## config.mk

```make
export PLATFORM = sky130hd
export DESIGN_NAME = fpnew_classify_pipe
export DESIGN_NICKNAME = d
export VERILOG_FILES = /design/src/rtl/fpnew_classify_pipe.sv
export SDC_FILE = /design/constraint.sdc
export NUM_CORES = 1
export LEC_CHECK = 0
export CAP_MARGIN = 10
export CORE_ASPECT_RATIO = 1.75
export CORE_MARGIN = 10
export CORE_UTILIZATION = 31
export DETAILED_ROUTE_END_ITERATION = 8
export MAX_ROUTING_LAYER = met4
export PLACE_DENSITY = 0.86
export SYNTH_ARGS = -nofsm -noshare
export SYNTH_HDL_FRONTEND = slang
export SYNTH_SLANG_ARGS = --single-unit
```

## constraint.sdc

```tcl
create_clock -name clk_i -period 1.4 [get_ports clk_i]
set_clock_uncertainty 0.05 [all_clocks]
set_input_delay 0.28 -clock clk_i [delete_from_list [all_inputs] [get_ports clk_i]]
set_output_delay 0.28 -clock clk_i [all_outputs]
set_load 0.03 [all_outputs]
```

## src/rtl/fpnew_classify_pipe.sv

```systemverilog
// fpnew_classify_pipe
//   Decodes one IEEE-style operand of a fixed FP format into a RISC-V fclass
//   one-hot mask plus NaN/sNaN/Inf/zero flags. The decode happens at the input.
//   The result then travels through NumPipeRegs elastic register stages. Every
//   stage has its own valid/ready handshake, so backpressure stalls the stage
//   without dropping or duplicating operands.
//
// Parameters
//   FpFormat    0=FP32 1=FP64 2=FP16 3=FP8(5/2) 4=BF16
//   NumPipeRegs register stages, 0..4 (0 = purely combinational)
//   TagWidth    width of the opaque tag carried with each operand
//
// Ports
//   clk_i, rst_ni            clock, async active-low reset
//   flush_i                  kills all in-flight operands at the next edge
//   in_valid_i/in_ready_o    input handshake; operand_i={sign,exp,man}, tag_i
//   out_valid_o/out_ready_i  output handshake
//   class_o                  fclass one-hot mask
//   is_nan_o, is_snan_o, is_inf_o, is_zero_o  flags derived from class_o
//   tag_o                    tag of the result currently presented
module fpnew_classify_pipe #(
  parameter logic [2:0]  FpFormat    = 3'd0,
  parameter int unsigned NumPipeRegs = 1,
  parameter int unsigned TagWidth    = 4,
  localparam int unsigned EXP_BITS = (FpFormat == 3'd1) ? 11 :
                                     (FpFormat == 3'd2 || FpFormat == 3'd3) ? 5 : 8,
  localparam int unsigned MAN_BITS = (FpFormat == 3'd1) ? 52 :
                                     (FpFormat == 3'd2) ? 10 :
                                     (FpFormat == 3'd3) ? 2  :
                                     (FpFormat == 3'd4) ? 7  : 23,
  localparam int unsigned WIDTH    = 1 + EXP_BITS + MAN_BITS
) (
  input  logic                clk_i,
  input  logic                rst_ni,
  input  logic                flush_i,
  input  logic                in_valid_i,
  output logic                in_ready_o,
  input  logic [WIDTH-1:0]    operand_i,
  input  logic [TagWidth-1:0] tag_i,
  output logic                out_valid_o,
  input  logic                out_ready_i,
  output logic [9:0]          class_o,
  output logic                is_nan_o,
  output logic                is_snan_o,
  output logic                is_inf_o,
  output logic                is_zero_o,
  output logic [TagWidth-1:0] tag_o
);

  logic                sign;
  logic [EXP_BITS-1:0] exp_f;
  logic [MAN_BITS-1:0] man_f;
  logic [9:0]          dec_cls;

  assign {sign, exp_f, man_f} = operand_i;

  // The pipe registers carry the 10-bit mask, not the raw operand.
  always_comb begin
    dec_cls = '0;
    if (&exp_f) begin
      if (man_f == '0)             dec_cls[sign ? 0 : 7] = 1'b1;
      else if (man_f[MAN_BITS-1])  dec_cls[9] = 1'b1;   // quiet NaN, sign ignored
      else                         dec_cls[8] = 1'b1;   // signalling NaN
    end else if (exp_f == '0) begin
      if (man_f == '0)             dec_cls[sign ? 3 : 4] = 1'b1;
      else                         dec_cls[sign ? 2 : 5] = 1'b1;
    end else begin
      dec_cls[sign ? 1 : 6] = 1'b1;
    end
  end

  if (NumPipeRegs > 0) begin : g_pipe
    localparam int N = NumPipeRegs;

    logic [N-1:0]                vld_pipe;
    logic [N-1:0][9:0]           cls_pipe;
    logic [N-1:0][TagWidth-1:0]  tag_pipe;
    logic [N:0]                  rdy;
    logic [N-1:0]                up_vld;
    logic [N-1:0][9:0]           up_cls;
    logic [N-1:0][TagWidth-1:0]  up_tag;

    // A stage can take new data when it is empty or its content moves on
    // this cycle. This lets a full pipe accept and emit in the same cycle.
    always_comb begin
      rdy    = '0;
      rdy[N] = out_ready_i;
      for (int i = N - 1; i >= 0; i--) rdy[i] = ~vld_pipe[i] | rdy[i+1];
    end

    always_comb begin
      up_vld    = '0;
      up_cls    = '0;
      up_tag    = '0;
      up_vld[0] = in_valid_i;
      up_cls[0] = dec_cls;
      up_tag[0] = tag_i;
      for (int i = 1; i < N; i++) begin
        up_vld[i] = vld_pipe[i-1];
        up_cls[i] = cls_pipe[i-1];
        up_tag[i] = tag_pipe[i-1];
      end
    end

    // Flush clears only the valid bits. Data loads only with a valid upstream,
    // so held data stays put while a stage is stalled.
    always_ff @(posedge clk_i or negedge rst_ni) begin
      if (!rst_ni) begin
        vld_pipe <= '0;
        cls_pipe <= '0;
        tag_pipe <= '0;
      end else begin
        for (int i = 0; i < N; i++) begin
          if (flush_i) begin
            vld_pipe[i] <= 1'b0;
          end else if (rdy[i]) begin
            vld_pipe[i] <= up_vld[i];
            if (up_vld[i]) begin
              cls_pipe[i] <= up_cls[i];
              tag_pipe[i] <= up_tag[i];
            end
          end
        end
      end
    end

    assign in_ready_o  = rdy[0] & ~flush_i;
    assign out_valid_o = vld_pipe[N-1];
    assign class_o     = cls_pipe[N-1];
    assign tag_o       = tag_pipe[N-1];
  end else begin : g_comb
    assign in_ready_o  = out_ready_i;
    assign out_valid_o = in_valid_i;
    assign class_o     = dec_cls;
    assign tag_o       = tag_i;
  end

  assign is_nan_o  = class_o[9] | class_o[8];
  assign is_snan_o = class_o[8];
  assign is_inf_o  = class_o[7] | class_o[0];
  assign is_zero_o = class_o[4] | class_o[3];

endmodule
```

==> results of run 1 <==
[cell type report]
cell class	count	area [sq um]
repair buffers	86	786
fillers	165	566
multi-input cells	59	463
flip-flops and latches	15	375
clock buffers	4	45.0
well taps	25	31.3
inverters	2	7.51
[cell families after synthesis]
kind of cell | count (synthesis) | share of synthesized area (%)
AND/OR/NAND/NOR | 48 | 33.3
flip-flops | 15 | 50.9
AO/OA/AOI/OAI | 11 | 12.4
buffers and inverters | 5 | 3.40
[power by group through the flow]
stage          logic [mW]  clock network, mW  registers, mW
2_1_floorplan      0.0514                  0          0.539
3_3_place_gp        0.318                  0          0.483
3_5_place_dp        0.327                  0          0.486
4_1_cts             0.322              0.359          0.477
5_1_grt             0.358              0.379          0.481
6_report            0.335              0.356          0.477
[final timing paths]
path                                            to  slack (ns)  depth (start not counted)
setup reg to reg            class_o[4]$_DFFE_PN0P_      -0.008                          5
setup / recovery            class_o[4]$_DFFE_PN0P_      -0.008                          4
max in group asynchronous   class_o[9]$_DFFE_PN0P_        0.83                          2
min in group clk_i         out_valid_o$_DFFE_PN0P_        0.35                          2
hold reg to reg               tag_o[1]$_DFFE_PN0P_        0.42                          2
hold / removal                tag_o[1]$_DFFE_PN0P_        0.30                          2
[per-layer routing]
layer | wire (microns) | share of wire (%)
met2 | 1860 | 55
met3 | 306 | 9.1
met4 | 95 | 2.8
met1 | 1100 | 33
met5 | 0 | 0
[stage by stage]
stage	power (mW)	cell area [sq um]	hold WS (ns)
floorplan	0.590	737	-0.0656
global placement	0.801	1480	0.406
detailed placement	0.813	1480	0.418
CTS	1.16	1600	0.299
global route	1.22	1710	0.317
finish	1.17	1710	0.300
[synthesized netlist by cell type]
cell type  instances  area [sq um]
nor2b_1            1          6.26
nand2_1           22          82.6
dfrtp_1           15           375
o31ai_2            1          12.5
o41ai_1            3          26.3
or3_4              1          11.3
nor3_1             3          15.0
nand4_1            3          18.8
o21ai_0            1          5.00
nor2_1             5          18.8
nor4_1             5          31.3
inv_1              2          7.51
or2_2              3          18.8
and3_1             1          6.26
o21ai_1            1          5.00
a32o_1             1          10.0
o31ai_1            2          15.0
buf_4              1          7.51
nand2b_1           1          6.26
a22o_1             2          17.5
nand3_1            1          5.00
buf_2              2          10.0
nor4_2             2          25.0
[registers in the layout, indices dropped and copies added (netlist names)]
register     cells
class_o         10
tag_o            4
out_valid_o      1
[repair_timing]
| action | 4_1_cts | 5_1_grt |
|---|---|---|
| pin swaps | 13 | 13 |
| buffers inserted | 2 | 3 |
| gates resized for setup | 60 | 28 |
| hold buffers | 0 | 0 |
| setup endpoints to repair | 20 | 11 |
| cloned | 0 | 0 |
==> results.md, run 1 <==
* Outcome: complete, but fails checks
* Failing checks: negative setup slack
* I/O Pins at 61
* RSZ-0062 raised after global routing: yes
* GR Util met2 at a little under a quarter
* Crit. Startpoint: in_valid_i
* Die width at 56.9 microns
* First DRT Iteration DRCs at 15
* Synth-to-Final Area Change at 132%
* Max_cap viols at 0
* Clock sink total at 15
* Sw Ratio at between 20% and 30%
* CTS max path bufs at 2
* Max-slew headroom at a little under three quarters
* Routed vias at 995
* Routed wire length at approximately 3400 microns
* Clk_lat worst skew at around 0.25 ns
* Detail Route Antenna Nets at 0
* CP max FO at 4
* Pwr/cell area at slightly below 700 mW/mm^2
* Die height at 84.5 microns
* Hold/Removal Path Class: in -> async
* Min cycle time layout at roughly 1.4 ns
* GRT Max-Usage Layer: met2
* Core Util, Final at 75.1%
* Root Buffer: clkbuf_8
* Remaining DRCs at 0
* Placeable core area at about 0.0023 sq mm
* Worst setup EP type: flop
* Logic pwr share at roughly 29%
* Met1 usage at about an eighth
* Global route overflow at 0
* Initial antenna violation count at 0
* Met3 usage at about 4.4%
* Worst path arrival time at between 1.5 and 2 ns
* CTS tree: built
* Synth Area per Inst at 9.33 sq um
* First-pass GRT wire length at around 5100 microns
* Avg WL per Cell at roughly 18 microns
* Reg-to-reg startpoint: out_valid_o$_DFFE_PN0P_
* Max-slew violations at 0
* Most frequent cells in the layout: buf_4 (33), dlygate4sd2_1 (23), nand2_1 (21)
* Pleak at 0.926 nW
* Register share of total power at between 40% and 50%
* Net Sw Power at ~340 uW
* Vias per inst at approximately 5.2
* Total Neg Setup Slack at -0.00816 ns
* Commonest non-fill, non-tap cell in the layout: buf_4
* Slowest CP cell: clkdlybuf4s50_1
* Vias in the first global route at about 1100
* Port buffer count at 60
* Router iterations before antenna repair at 4
* FP Rows at 23
* Count of unique library cells instantiated by Yosys at 23
* Final Wtd Congestion at 0.849
* CP bufs+invs at 1
* Critical-path cell list: clkdlybuf4s50_1 > nand3_4 > or3_4 > o31ai_2
* Layout cell share with drive strength beyond 1 at 39.8%
* Initial Utilization at between 30% and 40%
* Clock network power share at a little under a third
* Sequential share of the synthesized area at about half
* Cells after Synth at 79
* Fmax at roughly 0.7 GHz
* CP top delay family: buffers and inverters
* Critical path required time at between 1.5 and 2 ns
* Setup violators final at 1
* Reg clk slew, reported paths at about 0.060 ns
* Critical path class: in -> reg
* Maximum vdd drop at about 0.00041 V
* Net Count, Synth at 120
* H-tree levels at 1
* PnR worst setup slack at -0.00816 ns
* Post-DP HPWL at approximately 2600 microns
* Final Cycle Share at 101%
* Largest stage delay, worst path at around 0.54 ns
* Yosys warning total at 0
* Cts bufs inserted at 3
* Layout net count at 208
* Finished Layout Cells at approximately 190
* Internal power at between 800 and 900 uW
* Die Footprint at 0.00480 sq mm
* Slew @ Worst Pin at approximately 0.43 ns
* All-layer global routing usage at 13.5%
* # diodes at 0
* FF+latch count, synth at 15
* Mapped cell area at 737 sq um
* Startpoint class of the critical path: input pin
* Pre-CTS WS at -0.416 ns
* Fin. Hold Viols at 0
* Pin count of the biggest net entering global routing at 16
* Cells after DPL at about 180
No activity file was read; power rests on OpenSTA's default activity.
==> run 2, diff against run 1 <==
--- a/config.mk
+++ b/config.mk
@@ -6,12 +6,12 @@
 export NUM_CORES = 1
 export LEC_CHECK = 0
 export CAP_MARGIN = 10
-export CORE_ASPECT_RATIO = 1.75
 export CORE_MARGIN = 10
 export CORE_UTILIZATION = 31
 export DETAILED_ROUTE_END_ITERATION = 8
 export MAX_ROUTING_LAYER = met4
 export PLACE_DENSITY = 0.86
+export RECOVER_POWER = 100
 export SYNTH_ARGS = -nofsm -noshare
 export SYNTH_HDL_FRONTEND = slang
 export SYNTH_SLANG_ARGS = --single-unit
==> constraint.sdc (replaced) <==
create_clock -name clk_i -period 1.35 [get_ports clk_i]
set_clock_uncertainty 0.05 [all_clocks]
set_input_delay 0.27 -clock clk_i [delete_from_list [all_inputs] [get_ports clk_i]]
set_output_delay 0.27 -clock clk_i [all_outputs]
set_load 0.03 [all_outputs]
==> run 2 against run 1 <==
Against the previous run: sequential share of layout area hardly changed; cell area is 0.15% higher; final cell count rose by 3.1%; highest routed layer unchanged; core utilization up 1.5 points; first-iteration DRC count fell by 13%; non-clock buffer count is 3 higher; combinational power up 6.9%; clock power is 22% lower; the flow still finishes with violations (negative setup slack); total power is 3.4% lower; routed wire length down 0.30%; register-to-register slack got worse by 0.05 ns; largest cell class unchanged.
==> results.md, run 2 (synthesized netlist as in run 1, its figures left out) <==
* Slew @ Worst Pin at 0.814 ns
* Register Area at around 380 sq um
* CTS max path bufs at 2
* Port buffer count at 60
* Post-DP HPWL at 2660 microns
* FP Rows at 17
* Final Wtd Congestion at approximately 0.8
* Cts bufs inserted at 3
* Max reg flops at 10
* # diodes at 0
* Startpoint class of the critical path: flop
* Failing checks: negative setup slack
* Max-slew violations at 0
* Crit. Startpoint: out_valid_o$_DFFE_PN0P_
* Critical path required time at about 1.5 ns
* Maximum vdd drop at 0.000523 V
* Global route overflow at 0
* Core Util, Final at between 70% and 80%
* Min cycle time layout at 1.41 ns
* Routed vias at roughly 990
* Pin count of the biggest net entering global routing at 16
* Initial Utilization at between 30% and 40%
* Hold/Removal Path Class: in -> reg
* Finished Layout Cells at ~200
* Clock sink total at 15
* Placeable core area at between 0.002 and 0.0025 sq mm
* Synth-to-Final Area Change at 132%
* Vias per inst at 5.01
* Fin. Hold Viols at 0
* Clk_lat worst skew at 0.30 ns
* CTS tree: built
* I/O Pins at 61
* All-layer global routing usage at 14.1%
* Worst setup EP type: flop
* Die Footprint at approximately 0.0047 sq mm
* Die height at between 60 and 70 microns
* Die width at between 60 and 70 microns
* Layout net count at ~210
* RSZ-0062 raised after global routing: yes
* Final Cycle Share at 105%
* Max_cap viols at 0
* Root Buffer: clkbuf_4
* Layout cell share with drive strength beyond 1 at 45.6%
* Min-Delay Startpoint: operand_i[7]
* First DRT Iteration DRCs at 13
* Commonest non-fill, non-tap cell in the layout: buf_4
* Worst path arrival time at approximately 1.6 ns
* Multi-input logic area at ~460 sq um
* CP max FO at 3
* Remaining DRCs at 0
* Pleak at 0.880 nW
* Reg-to-reg startpoint: out_valid_o$_DFFE_PN0P_
* H-tree levels at 1
* Router iterations before antenna repair at 4
* Reg clk slew, reported paths at 0.10 ns
* Pwr/cell area at about 660 mW/mm^2
* Fmax at ~0.71 GHz
* Routed wire length at ~3400 microns
* Fillers at about 150
* Detail Route Antenna Nets at 0
* Outcome: complete, but fails checks
* Max-slew headroom at about 46%
* First-pass GRT wire length at slightly below 5000 microns
* Cells after DPL at between 150 and 200
* Most frequent cells in the layout: buf_4 (38), nand2_1 (21), dlygate4sd2_1 (16)
* Setup violators final at 8
* PnR worst setup slack at -0.0620 ns
* Vias in the first global route at about 1100
* Avg WL per Cell at around 17 microns
* Initial antenna violation count at 0
* Critical path class: reg -> reg
## run 2: cell count changes in the layout (fill, tap and decap cells not counted), sizes merged, moves of 2 or more
| cell | previous run | this run |
|---|---|---|
| clkdlybuf4s15 | 2 | 4 |
| dlygate4sd2 | 23 | 16 |
| dlymetal6s2s | 11 | 7 |
| buf | 40 | 49 |
## run 2: per-layer routing
layer	global-route usage, %	up-vias	wire (microns)
li1	-	465	-
met1	14.3	468	1400
met2	25.1	46	1700
met3	3.38	7	192
met4	6.65	0	65
met5	-	-	0
## run 2: cell type report
| type | instances | share of cell area [%] |
|---|---|---|
| repair buffers | 89 | 47.0 |
| multi-input cells | 59 | 26.9 |
| flip-flops and latches | 15 | 22.0 |
| well taps | 28 | 2.05 |
| clock buffers | 3 | 1.32 |
| inverters | 2 | 0.439 |
| clock inverters | 1 | 0.293 |
## run 2: repair_timing
item	in CTS	in global routing
pin swaps	15	13
gates resized for setup	69	18
hold buffers	0	0
endpoints found under the setup margin	14	13
setup buffers	4	2
gates cloned	0	0
## run 2: critical path: stages (launching register included)
cell	delay [ns]
dfrtp_2	0.41
buf_4	0.14
nand2b_4	0.07
nand3_4	0.07
or3_4	0.41
o31ai_4	0.16
## run 2: path summary, 6_finish.rpt
kind,cells past startpoint,to,slack (ns)
max in group asynchronous,2,out_valid_o$_DFFE_PN0P_,0.19
min reg2reg,2,tag_o[0]$_DFFE_PN0P_,0.44
min in group asynchronous,2,class_o[5]$_DFFE_PN0P_,0.51
min,4,class_o[7]$_DFFE_PN0P_,0.28
max,5,class_o[4]$_DFFE_PN0P_,-0.06
max reg2reg,5,class_o[4]$_DFFE_PN0P_,-0.06
## run 2: stage by stage
stage	setup WS (ns)	area [sq um]	TNS [ns]	hold WS [ns]	total power [mW]
6_report	-0.0620	1710	-0.306	0.281	1.13
5_1_grt	-0.102	1710	-0.672	0.312	1.17
4_1_cts	-0.0729	1640	-0.205	0.234	1.10
3_5_place_dp	-0.494	1510	-5.64	0.422	0.842
3_3_place_gp	-0.375	1510	-4.58	0.411	0.831
2_1_floorplan	0.0180	741	0	-0.0756	0.613
## run 2: where the power goes
| part | switching, mW | leakage [nW] | total [mW] | internal [mW] |
|---|---|---|---|---|
| Combinational | 0.176 | 0.665 | 0.358 | 0.182 |
| Clock | 0.166 | 0.0177 | 0.277 | 0.111 |
| Sequential | 0.0160 | 0.198 | 0.494 | 0.478 |
